===== src/rtl/msx_io_pkg.sv =====
// Shared types and constants for the MSX I/O port decoder.
package msx_io_pkg;

   typedef enum logic [2:0] {
      StIdle,
      StWait,
      StStrobe,
      StData,
      StHold
   } io_state_t;

   localparam logic [7:0] IO_IDLE_DATA = 8'hFF;

   // Device index width; never zero so a single-device build still has a legal vector.
   function automatic int unsigned idx_w(input int unsigned num_dev);
      return (num_dev > 1) ? $clog2(num_dev) : 1;
   endfunction

endpackage


===== src/rtl/msx_io_match.sv =====
// Combinational base/mask port compare with lowest-index-wins priority encoder.
module msx_io_match #(
   parameter int unsigned NUM_DEV = 4,
   parameter int unsigned IDX_W   = 2
) (
   input  logic [7:0]           addr_i,
   input  logic [NUM_DEV*8-1:0] base_i,
   input  logic [NUM_DEV*8-1:0] mask_i,
   output logic                 hit_o,
   output logic [IDX_W-1:0]     idx_o,
   output logic                 multi_o
);

   logic [NUM_DEV-1:0] match;

   always_comb begin
      match = '0;
      for (int i = 0; i < NUM_DEV; i++) begin
         match[i] = ((addr_i ^ base_i[8*i +: 8]) & mask_i[8*i +: 8]) == 8'h00;
      end
   end

   always_comb begin
      hit_o   = 1'b0;
      idx_o   = '0;
      multi_o = 1'b0;
      for (int i = 0; i < NUM_DEV; i++) begin
         if (match[i]) begin
            if (hit_o) begin
               multi_o = 1'b1;
            end else begin
               hit_o = 1'b1;
               idx_o = IDX_W'(i);
            end
         end
      end
   end

endmodule


===== src/rtl/msx_io_bus.sv =====
// Z80 I/O decoder, wait-state generator and read-data mux for NUM_DEV peripherals.
// Define MSX_IO_CONFLICT_EN to enable the sticky multi-match flag and its counter.
module msx_io_bus
   import msx_io_pkg::*;
#(
   parameter int unsigned NUM_DEV = 4,
   parameter int unsigned WAIT_W  = 4
) (
   input  logic                      clk21m,
   input  logic                      reset,
   input  logic                      ce_3m58,
   input  logic [7:0]                addr,
   input  logic [7:0]                d_from_cpu,
   input  logic                      wr_n,
   input  logic                      rd_n,
   input  logic                      iorq_n,
   input  logic                      m1_n,
   input  logic [NUM_DEV*8-1:0]      dev_base,
   input  logic [NUM_DEV*8-1:0]      dev_mask,
   input  logic [NUM_DEV*WAIT_W-1:0] dev_wait,
   input  logic [NUM_DEV*8-1:0]      dev_rd_data,
   output logic [NUM_DEV-1:0]        dev_cs_rd,
   output logic [NUM_DEV-1:0]        dev_cs_wr,
   output logic [7:0]                dev_wdata,
   output logic [7:0]                d_to_cpu,
   output logic                      dataBusRQ,
   output logic                      wait_n,
   output logic                      conflict
);

   localparam int unsigned IDX_W = idx_w(NUM_DEV);

   io_state_t         state_q, state_d;
   logic [IDX_W-1:0]  idx_q, idx_d;
   logic              rd_q, rd_d;
   logic [WAIT_W-1:0] cnt_q, cnt_d;
   logic [7:0]        rdata_q, rdata_d;

   logic              match_hit;
   logic              match_multi;
   logic [IDX_W-1:0]  match_idx;
   logic              start;
   logic              drive_rd;

   logic [WAIT_W-1:0] wait_arr [NUM_DEV];
   logic [7:0]        rdat_arr [NUM_DEV];

   always_comb begin
      for (int i = 0; i < NUM_DEV; i++) begin
         wait_arr[i] = dev_wait[WAIT_W*i +: WAIT_W];
         rdat_arr[i] = dev_rd_data[8*i +: 8];
      end
   end

   msx_io_match #(
      .NUM_DEV (NUM_DEV),
      .IDX_W   (IDX_W)
   ) u_match (
      .addr_i  (addr),
      .base_i  (dev_base),
      .mask_i  (dev_mask),
      .hit_o   (match_hit),
      .idx_o   (match_idx),
      .multi_o (match_multi)
   );

   // Interrupt acknowledge (M1 low) and unmapped ports never start a cycle.
   assign start = (state_q == StIdle) && !iorq_n && m1_n && (!rd_n || !wr_n) && match_hit;

   always_comb begin
      state_d = state_q;
      idx_d   = idx_q;
      rd_d    = rd_q;
      cnt_d   = cnt_q;
      rdata_d = rdata_q;
      unique case (state_q)
         StIdle: begin
            if (start) begin
               idx_d   = match_idx;
               rd_d    = !rd_n;
               cnt_d   = wait_arr[match_idx];
               state_d = (wait_arr[match_idx] != '0) ? StWait : StStrobe;
            end
         end
         StWait: begin
            if (iorq_n) begin
               state_d = StIdle;
               cnt_d   = '0;
            end else if (ce_3m58) begin
               cnt_d = cnt_q - WAIT_W'(1);
               if (cnt_q == WAIT_W'(1)) begin
                  state_d = StStrobe;
               end
            end
         end
         StStrobe: begin
            state_d = rd_q ? StData : StHold;
         end
         StData: begin
            // Device sees its strobe one cycle earlier, so data is valid here.
            rdata_d = rdat_arr[idx_q];
            state_d = StHold;
         end
         StHold: begin
            if (iorq_n) begin
               state_d = StIdle;
            end
         end
         default: begin
            state_d = StIdle;
         end
      endcase
   end

   always_ff @(posedge clk21m) begin
      if (reset) begin
         state_q <= StIdle;
         idx_q   <= '0;
         rd_q    <= 1'b0;
         cnt_q   <= '0;
         rdata_q <= IO_IDLE_DATA;
      end else begin
         state_q <= state_d;
         idx_q   <= idx_d;
         rd_q    <= rd_d;
         cnt_q   <= cnt_d;
         rdata_q <= rdata_d;
      end
   end

   always_comb begin
      dev_cs_rd = '0;
      dev_cs_wr = '0;
      if (state_q == StStrobe) begin
         if (rd_q) begin
            dev_cs_rd[idx_q] = 1'b1;
         end else begin
            dev_cs_wr[idx_q] = 1'b1;
         end
      end
   end

   assign wait_n    = !((state_q == StWait) || (state_q == StStrobe) || (state_q == StData));
   assign drive_rd  = (state_q == StHold) && rd_q && !rd_n;
   assign dataBusRQ = drive_rd;
   assign d_to_cpu  = drive_rd ? rdata_q : IO_IDLE_DATA;
   assign dev_wdata = d_from_cpu;

`ifdef MSX_IO_CONFLICT_EN
   logic       conflict_q;
   logic [7:0] conflict_cnt_q;
   logic [7:0] conflict_cnt;

   always_ff @(posedge clk21m) begin
      if (reset) begin
         conflict_q     <= 1'b0;
         conflict_cnt_q <= 8'h00;
      end else if (start && match_multi) begin
         conflict_q <= 1'b1;
         if (conflict_cnt_q != 8'hFF) begin
            conflict_cnt_q <= conflict_cnt_q + 8'd1;
         end
      end
   end

   assign conflict     = conflict_q;
   assign conflict_cnt = conflict_cnt_q;
`else
   logic unused_multi;
   assign unused_multi = match_multi;
   assign conflict     = 1'b0;
`endif

endmodule


===== config.mk =====
export PLATFORM = sky130hd
export DESIGN_NAME = msx_io_bus
export DESIGN_NICKNAME = d
export VERILOG_FILES = /design/src/rtl/msx_io_pkg.sv /design/src/rtl/msx_io_match.sv /design/src/rtl/msx_io_bus.sv
export SDC_FILE = /design/constraint.sdc
export NUM_CORES = 1
export LEC_CHECK = 0
export ABC_AREA = 1
export BUFFER_PORTS_ARGS = -buffer_cell sky130_fd_sc_hd__buf_2
export CAP_MARGIN = 40
export CORE_MARGIN = 2
export CORE_UTILIZATION = 29
export DETAILED_ROUTE_END_ITERATION = 10
export HOLD_SLACK_MARGIN = 0.15
export SETUP_SLACK_MARGIN = 0.15
export SYNTH_ARGS = -nofsm -noshare
export SYNTH_HDL_FRONTEND = slang
export SYNTH_SLANG_ARGS = --single-unit
export TNS_END_PERCENT = 20

===== constraint.sdc =====
create_clock -name clk21m -period 2.2 [get_ports clk21m]
set_input_delay 0.44 -clock clk21m [delete_from_list [all_inputs] [get_ports clk21m]]
set_output_delay 0.44 -clock clk21m [all_outputs]
set_load 0.005 [all_outputs]

==> results by group, run 1 <==
Timing
  – Final setup violation count: 0
  – Worst Tran Pin Value: 0.507 ns
  – Clock Skews: 0.00403 ns
  – Max Slew Vio Count: 0
  – RSZ-0062 raised after global routing: true
  – Final WS setup: 0.261 ns
  – Worst rel slew slack: 0.660
  – Final hold viol count: 0
  – Peak Freq: 516 MHz
  – Hold_ws: 0.406 ns
  – Crit share post-route: 0.881
  – Crit path time final: 1.94 ns

GRT
  – Number of global-route vias before repair: 2,788
  – Largest net degree at the start of global routing: 20
  – Initial antenna violation count: 0
  – Global Route Usage Sum: 0.165
  – GR Overflow Total: 0
  – First-pass GRT wire length: 11,700 um

Cells and area
  – Most frequent cells in the layout: buf_2 (144), nand2_1 (103), nand3_1 (66)
  – Multi-input logic area: 1530 um2
  – Most common cell after layout, fill and taps aside: buf_2
  – Fraction of layout cells with a size suffix above 1: 0.357
  – Register area: 360 um2
  – Syn-to-layout area delta: 39.1%
  – Nets: 679
  – Fill count: 834
  – Diode count: 0

Worst setup path
  – R2r setup slk: 0.39 ns
  – Slowest cell on crit path: or2_1
  – Worst-path cell chain: buf_2 > or2_1 > nand3_1 > o21ai_1 > nor2_1 > nand2_2 > nand2_8 > nand3_1 > nand3_1 > nand2_1 > nor2_2 > nand2_1 > nand2_1 > nand2_1 > nand2_1 > a21oi_2
  – Critical Path Most Common Cell: nand2_1
  – Worst r2r src: state_q[0]
  – Type of origin of the critical path: input pin
  – Critical-path maximum fanout: 9
  – Worst reg2reg endpoint: cnt_q[2]
  – Crit-path max cell delay: 0.23 ns
  – Crit path kind: in2reg
  – Worst reg-to-reg path cell count: 8
  – CP arrival: 2.08 ns
  – WP data required: 2.34 ns
  – CP endpoint kind: register

Clock network
  – # clock sinks: 18
  – CTS tree: done
  – CTS max path bufs: 2
  – CTS Root Cell: clkbuf_8
  – TritonCTS Buffers: 3
  – Worst-skew pair later-pin latency: 0.26 ns
  – # H-tree levels: 1
  – CTS clk-pin slew, worst paths: 0.07 ns

Drt
  – Wire length per cell: 11.2 um
  – Vias/cell: 4.65
  – DR pass1 iterations: 4
  – Vias: 2,975
  – Routed Wire Length: 7150 um
  – Routed Antenna Nets: 0
  – Initial drt markers: 105
  – DRC viols: 0

Die
  – Row cnt: 31
  – Die height: 91.7 um
  – Initial Util: 0.303
  – Die area: 8410 um2
  – DIE WIDTH: 91.7 um
  – Core Area: 7370 um2
  – # IOs: 162

Logic synthesis
  – Ys Warns: 0
  – Post-synth net total: 540
  – Post-synthesis sequential area ratio: 0.161
  – Largest family of logic cells by synthesized area: simple AND/OR/NAND/NOR gates
  – Post-synth top flop: dfxtp_1
  – Number of flops mapped to enable cells by yosys: 0
  – Post-synth cell types: 35
  – Adder-cell share of the synthesized area: 0.0112
  – Yosys reg bits: 18
  – Xor/xnor share of the synthesized area: 0.0118
  – Fraction of registers with async set/reset: 0
  – Area share of and/or/nand/nor cells after synthesis: 0.549
  – Compound-Gate Fraction of Synth Area: 0.105
  – Synth Cell Area: 2230 um2
  – Mux cell area share after synthesis: 0
  – Synth Instances: 403
  – Syn Area/Cell: 5.54 um2

Hold path
  – Hold endpoint: rd_q
  – Hold depth: 2
  – Hold Crit Start: rd_n
  – Hold WC Path Type: in2reg

Placement
  – IO buf count: 144
  – Place WS: -0.0387 ns
  – Dpl hpwl: 5970 um
  – GPL Wtd Cong: 0.870

Status
  – Status: completed

Power
  – Switching share of power: 0.409
  – PwrDens: 449 nW/um2
  – NetSw: 571 uW
  – Flop pwr share: 0.298
  – Clock power frac: 0.194
  – Combinational share of power: 0.508
  – Cell Int Power: 824 uW
  – Maximum VDD drop: 0.309 mV
  – P_leak: 1.75 nW

Run
  – Max Cap Viol: 0
metal layers:
metal	vias up	track usage	routed length, um
met5	-	0	0
met4	0	0.0286	72
met3	8	0.0386	537
met2	109	0.308	3460
met1	1302	0.194	3080
li1	1556	-	-
what timing repair did:
item,CTS,global route
hold buffers,0,0
setup buffers,0,0
gates resized for setup,0,2
endpoints found under the setup margin,0,13
layout make-up:
class | instances | area share
Clock buffer | 4 | 0.0177
Inverter | 63 | 0.0762
Multi-Input combinational cell | 302 | 0.494
Sequential cell | 18 | 0.116
Tap cell | 99 | 0.0399
Timing Repair Buffer | 154 | 0.256
synth_stat cells (3+ instances only):
| library cell | instances | area [um2] |
|---|---|---|
| o21ai_0 | 14 | 70.1 |
| nor3_1 | 5 | 25.0 |
| nor2_2 | 5 | 31.3 |
| or2_1 | 5 | 31.3 |
| nand3_1 | 66 | 330 |
| inv_2 | 6 | 22.5 |
| inv_1 | 55 | 206 |
| buf_4 | 10 | 75.1 |
| nand4_1 | 11 | 68.8 |
| xor2_1 | 3 | 26.3 |
| nand2_2 | 9 | 56.3 |
| dfxtp_1 | 18 | 360 |
| nand3b_1 | 3 | 22.5 |
| clkbuf_1 | 8 | 30.0 |
| nand2_1 | 103 | 387 |
| o21ai_1 | 6 | 30.0 |
| a21oi_1 | 16 | 80.1 |
| nor2_1 | 37 | 139 |
registers in the layout, summed over array words and instances, names as in the netlist:
register and count:
rdata_q 8, cnt_q 4, state_q 3, idx_q 2, rd_q 1
kinds of logic (layout without fill, tap and decap cells):
| group | Yosys count | after routing |
|---|---|---|
| compound gates | 42 | 42 |
| xor+xnor | 3 | 3 |
| fa+ha+maj | 2 | 2 |
| buf+inv | 83 | 221 |
| flops | 18 | 18 |
| other cells | 1 | 1 |
| simple gates | 254 | 254 |
worst max-delay path by stage:
stage	depth (start not counted)	slack, ns	end	start
floorplan	18	0.33	state_q[0]	addr[5]
global placement	17	-0.01	state_q[0]	addr[1]
detailed placement	17	-0.04	state_q[0]	addr[1]
CTS	5	0.22	dev_cs_rd[1]	state_q[1]
global route	16	0.04	state_q[0]	addr[0]
finish	16	0.26	state_q[0]	addr[0]
critical path, delay by kind of cell:
family / cells / cell delay (ns)
buf+inv: 1 / 0.14
compound gates: 2 / 0.11
simple gates: 13 / 1.38
through the flow:
stage / setup TNS [ns] / power [mW] / instances / util / instance area [um2]
2_1_floorplan: 0 / 0.889 / 403 / - / 2230
3_3_place_gp: -0.0109 / 1.11 / 636 / 0.412 / 3040
3_5_place_dp: -0.0387 / 1.12 / 636 / 0.412 / 3040
4_1_cts: 0 / 1.40 / 640 / 0.419 / 3090
5_1_grt: 0 / 1.53 / 640 / 0.421 / 3100
6_report: 0 / 1.39 / 640 / 0.421 / 3100
power by group through the flow:
| stage | Combinational (mW) | Sequential (mW) | Clock [mW] |
|---|---|---|---|
| floorplan | 0.482 | 0.407 | 0 |
| global placement | 0.692 | 0.417 | 0 |
| detailed placement | 0.700 | 0.418 | 0 |
| finish | 0.709 | 0.415 | 0.271 |
| CTS | 0.706 | 0.411 | 0.283 |
| global route | 0.806 | 0.419 | 0.303 |
Note: power is estimated with default switching activity, not from simulation.
==> run 2: changes to the inputs <==
--- a/config.mk
+++ b/config.mk
@@ -12,7 +12,7 @@
 export CORE_UTILIZATION = 29
 export DETAILED_ROUTE_END_ITERATION = 10
 export HOLD_SLACK_MARGIN = 0.15
-export SETUP_SLACK_MARGIN = 0.15
+export SETUP_SLACK_MARGIN = 0.3
 export SYNTH_ARGS = -nofsm -noshare
 export SYNTH_HDL_FRONTEND = slang
 export SYNTH_SLANG_ARGS = --single-unit
==> run 2 against run 1 <==
Sequential share of layout area down 0.73 points; largest cell class unchanged; critical path type unchanged; core utilization up 3.2 points; first-iteration DRC count up 14%.
==> results by group, run 2 (same netlist as run 1, synthesis figures left out) <==
Status
  – Status: completed

Timing
  – Crit path time final: 1.96 ns
  – Final hold viol count: 0
  – Clock Skews: 0.00368 ns
  – RSZ-0062 raised after global routing: true
  – Final setup violation count: 0
  – Crit share post-route: 0.891
  – Max Slew Vio Count: 0
  – Hold_ws: 0.406 ns
  – Peak Freq: 510 MHz

Placement
  – Inst Count DP: 636
  – Dpl hpwl: 5970 um
  – IO buf count: 144
  – GPL Wtd Cong: 0.870

Hold path
  – Hold Crit Start: rd_n
  – Hold depth: 2
  – Hold WC Path Type: in2reg

Cells and area
  – Post-route non-filler standard cell count: 646
  – Top reg by flops: rdata_q
  – Most common cell after layout, fill and taps aside: buf_2
  – Largest register FFs: 8
  – Largest regs: rdata_q (8), cnt_q (4), state_q (3)
  – Fill count: 811
  – Syn-to-layout area delta: 49.5%
  – Most frequent cells in the layout: buf_2 (142), nand2_1 (94), nand3_1 (56)
  – Fraction of layout cells with a size suffix above 1: 0.428
  – Diode count: 0
  – Nets: 685

Drt
  – DRC viols: 0
  – Routed Wire Length: 7530 um
  – Routed Antenna Nets: 0
  – Vias/cell: 4.68
  – Initial drt markers: 120
  – Vias: 3,026
  – Wire length per cell: 11.7 um
  – DR pass1 iterations: 5

Die
  – Initial Util: 0.303
  – # IOs: 162
  – Core Area: 7370 um2
  – Row cnt: 31
  – Die height: 91.7 um
  – Die area: 8410 um2
  – DIE WIDTH: 91.7 um

Clock network
  – TritonCTS Buffers: 3
  – # clock sinks: 18
  – CTS max path bufs: 2
  – CTS tree: done
  – CTS Root Cell: clkbuf_8
  – # H-tree levels: 1
  – CTS clk-pin slew, worst paths: 0.07 ns
  – Worst-skew pair later-pin latency: 0.26 ns
  – Hold buffers post-CTS: 0

Worst setup path
  – WP data required: 2.40 ns
  – R2r setup slk: 0.46 ns
  – Worst reg2reg endpoint: cnt_q[1]
  – Buf+Inv Stages, Crit Path: 5
  – Crit. path cell count: 20
  – Crit path kind: in2reg
  – CP arrival: 2.15 ns
  – Crit-path max cell delay: 0.18 ns
  – Critical path endpoint: state_q[0]
  – CP top delay family: simple AND/OR/NAND/NOR gates
  – CP startpoint: addr[6]
  – CP endpoint kind: register
  – Worst r2r src: state_q[0]
  – Worst reg-to-reg path cell count: 8
  – Slowest cell on crit path: nor2_4
  – Type of origin of the critical path: input pin
  – Worst-path cell chain: buf_4 > buf_6 > inv_1 > nand2_1 > nand3_2 > nand2_2 > nor2_2 > nand2_2 > buf_6 > nand2_4 > inv_2 > nor2_4 > nand3_2 > nand2_2 > nor2_4 > nand2_1 > nand2_1 > nand2_1 > nand2_2 > a21oi_2
  – Critical-path maximum fanout: 5

Power
  – P_leak: 1.82 nW
  – Maximum VDD drop: 0.316 mV
  – Overall power: 1.49 mW
  – PwrDens: 446 nW/um2

GRT
  – First-pass GRT wire length: 11,700 um
  – Global Route Usage Sum: 0.166
  – GR Overflow Total: 0
  – Initial antenna violation count: 0
  – Number of global-route vias before repair: 2,786
  – Largest net degree at the start of global routing: 20

Run
  – Max Cap Viol: 0
-- run 2: changes by cell type in the layout (fill, tap and decap cells not counted), sizes merged --
cell      before  now
clkinvlp       0    1
nand2        116  118
clkbuf         4    5
buf          154  157
clkinv         2    1
-- run 2: area by class of cell --
cell class | instances | area, um2 | area share
Multi-Input combinational cell | 304 | 1710 | 0.512
Timing Repair Buffer | 158 | 846 | 0.253
Sequential cell | 18 | 363 | 0.109
Inverter | 63 | 241 | 0.0724
Tap cell | 99 | 124 | 0.0371
Clock buffer | 4 | 55.1 | 0.0165
-- run 2: worst min path at each step --
stage	slack, ns	endpoint
final	0.41	rd_q
after global routing	0.40	rd_q
after CTS	0.39	rd_q
after detailed placement	0.47	rdata_q[3]
after global placement	0.47	rdata_q[7]
after floorplan	0.45	rdata_q[0]
-- run 2: worst register-to-register path, cell delays in order, from the launching register on --
cell and delay (ns):
dfxtp_1 0.48, inv_1 0.13, nor3_2 0.19, nand2_1 0.16
o21ai_0 0.17, nor2_1 0.07, a21boi_2 0.19, o21ai_0 0.18
a21oi_1 0.07
-- run 2: stage by stage --
| stage | TNS, ns | area [um2] | setup slack, ns | utilization |
|---|---|---|---|---|
| after CTS | 0 | 3100 | 0.239 | 0.420 |
| after detailed placement | -0.0387 | 3040 | -0.0387 | 0.412 |
| after global routing | 0 | 3340 | 0.0996 | 0.453 |
| after global placement | -0.0109 | 3040 | -0.0109 | 0.412 |
| final | 0 | 3340 | 0.241 | 0.453 |
| after floorplan | 0 | 2230 | 0.329 | - |
-- run 2: routing by layer --
metal / routed length (um) / GRT usage / vias to the layer above / part of all wire
li1: - / - / 1575 / -
met1: 3240 / 0.195 / 1354 / 0.43
met2: 3760 / 0.307 / 89 / 0.50
met3: 459 / 0.0386 / 8 / 0.061
met4: 71 / 0.0286 / 0 / 0.0094
met5: 0 / 0 / - / 0
-- run 2: power breakdown --
group / switching, mW / total (mW) / internal (mW)
combinational: 0.454 / 0.792 / 0.338
clock: 0.112 / 0.271 / 0.159
sequential: 0.0577 / 0.425 / 0.367
total: 0.623 / 1.49 / 0.865
-- run 2: what timing repair did --
action / CTS / global route
gates resized for setup: 2 / 50
setup endpoints to repair: 12 / 26
pin swaps: 1 / 29
gates cloned: 0 / 2
endpoints found under the hold margin: 0 / 0
buffers inserted: 0 / 4
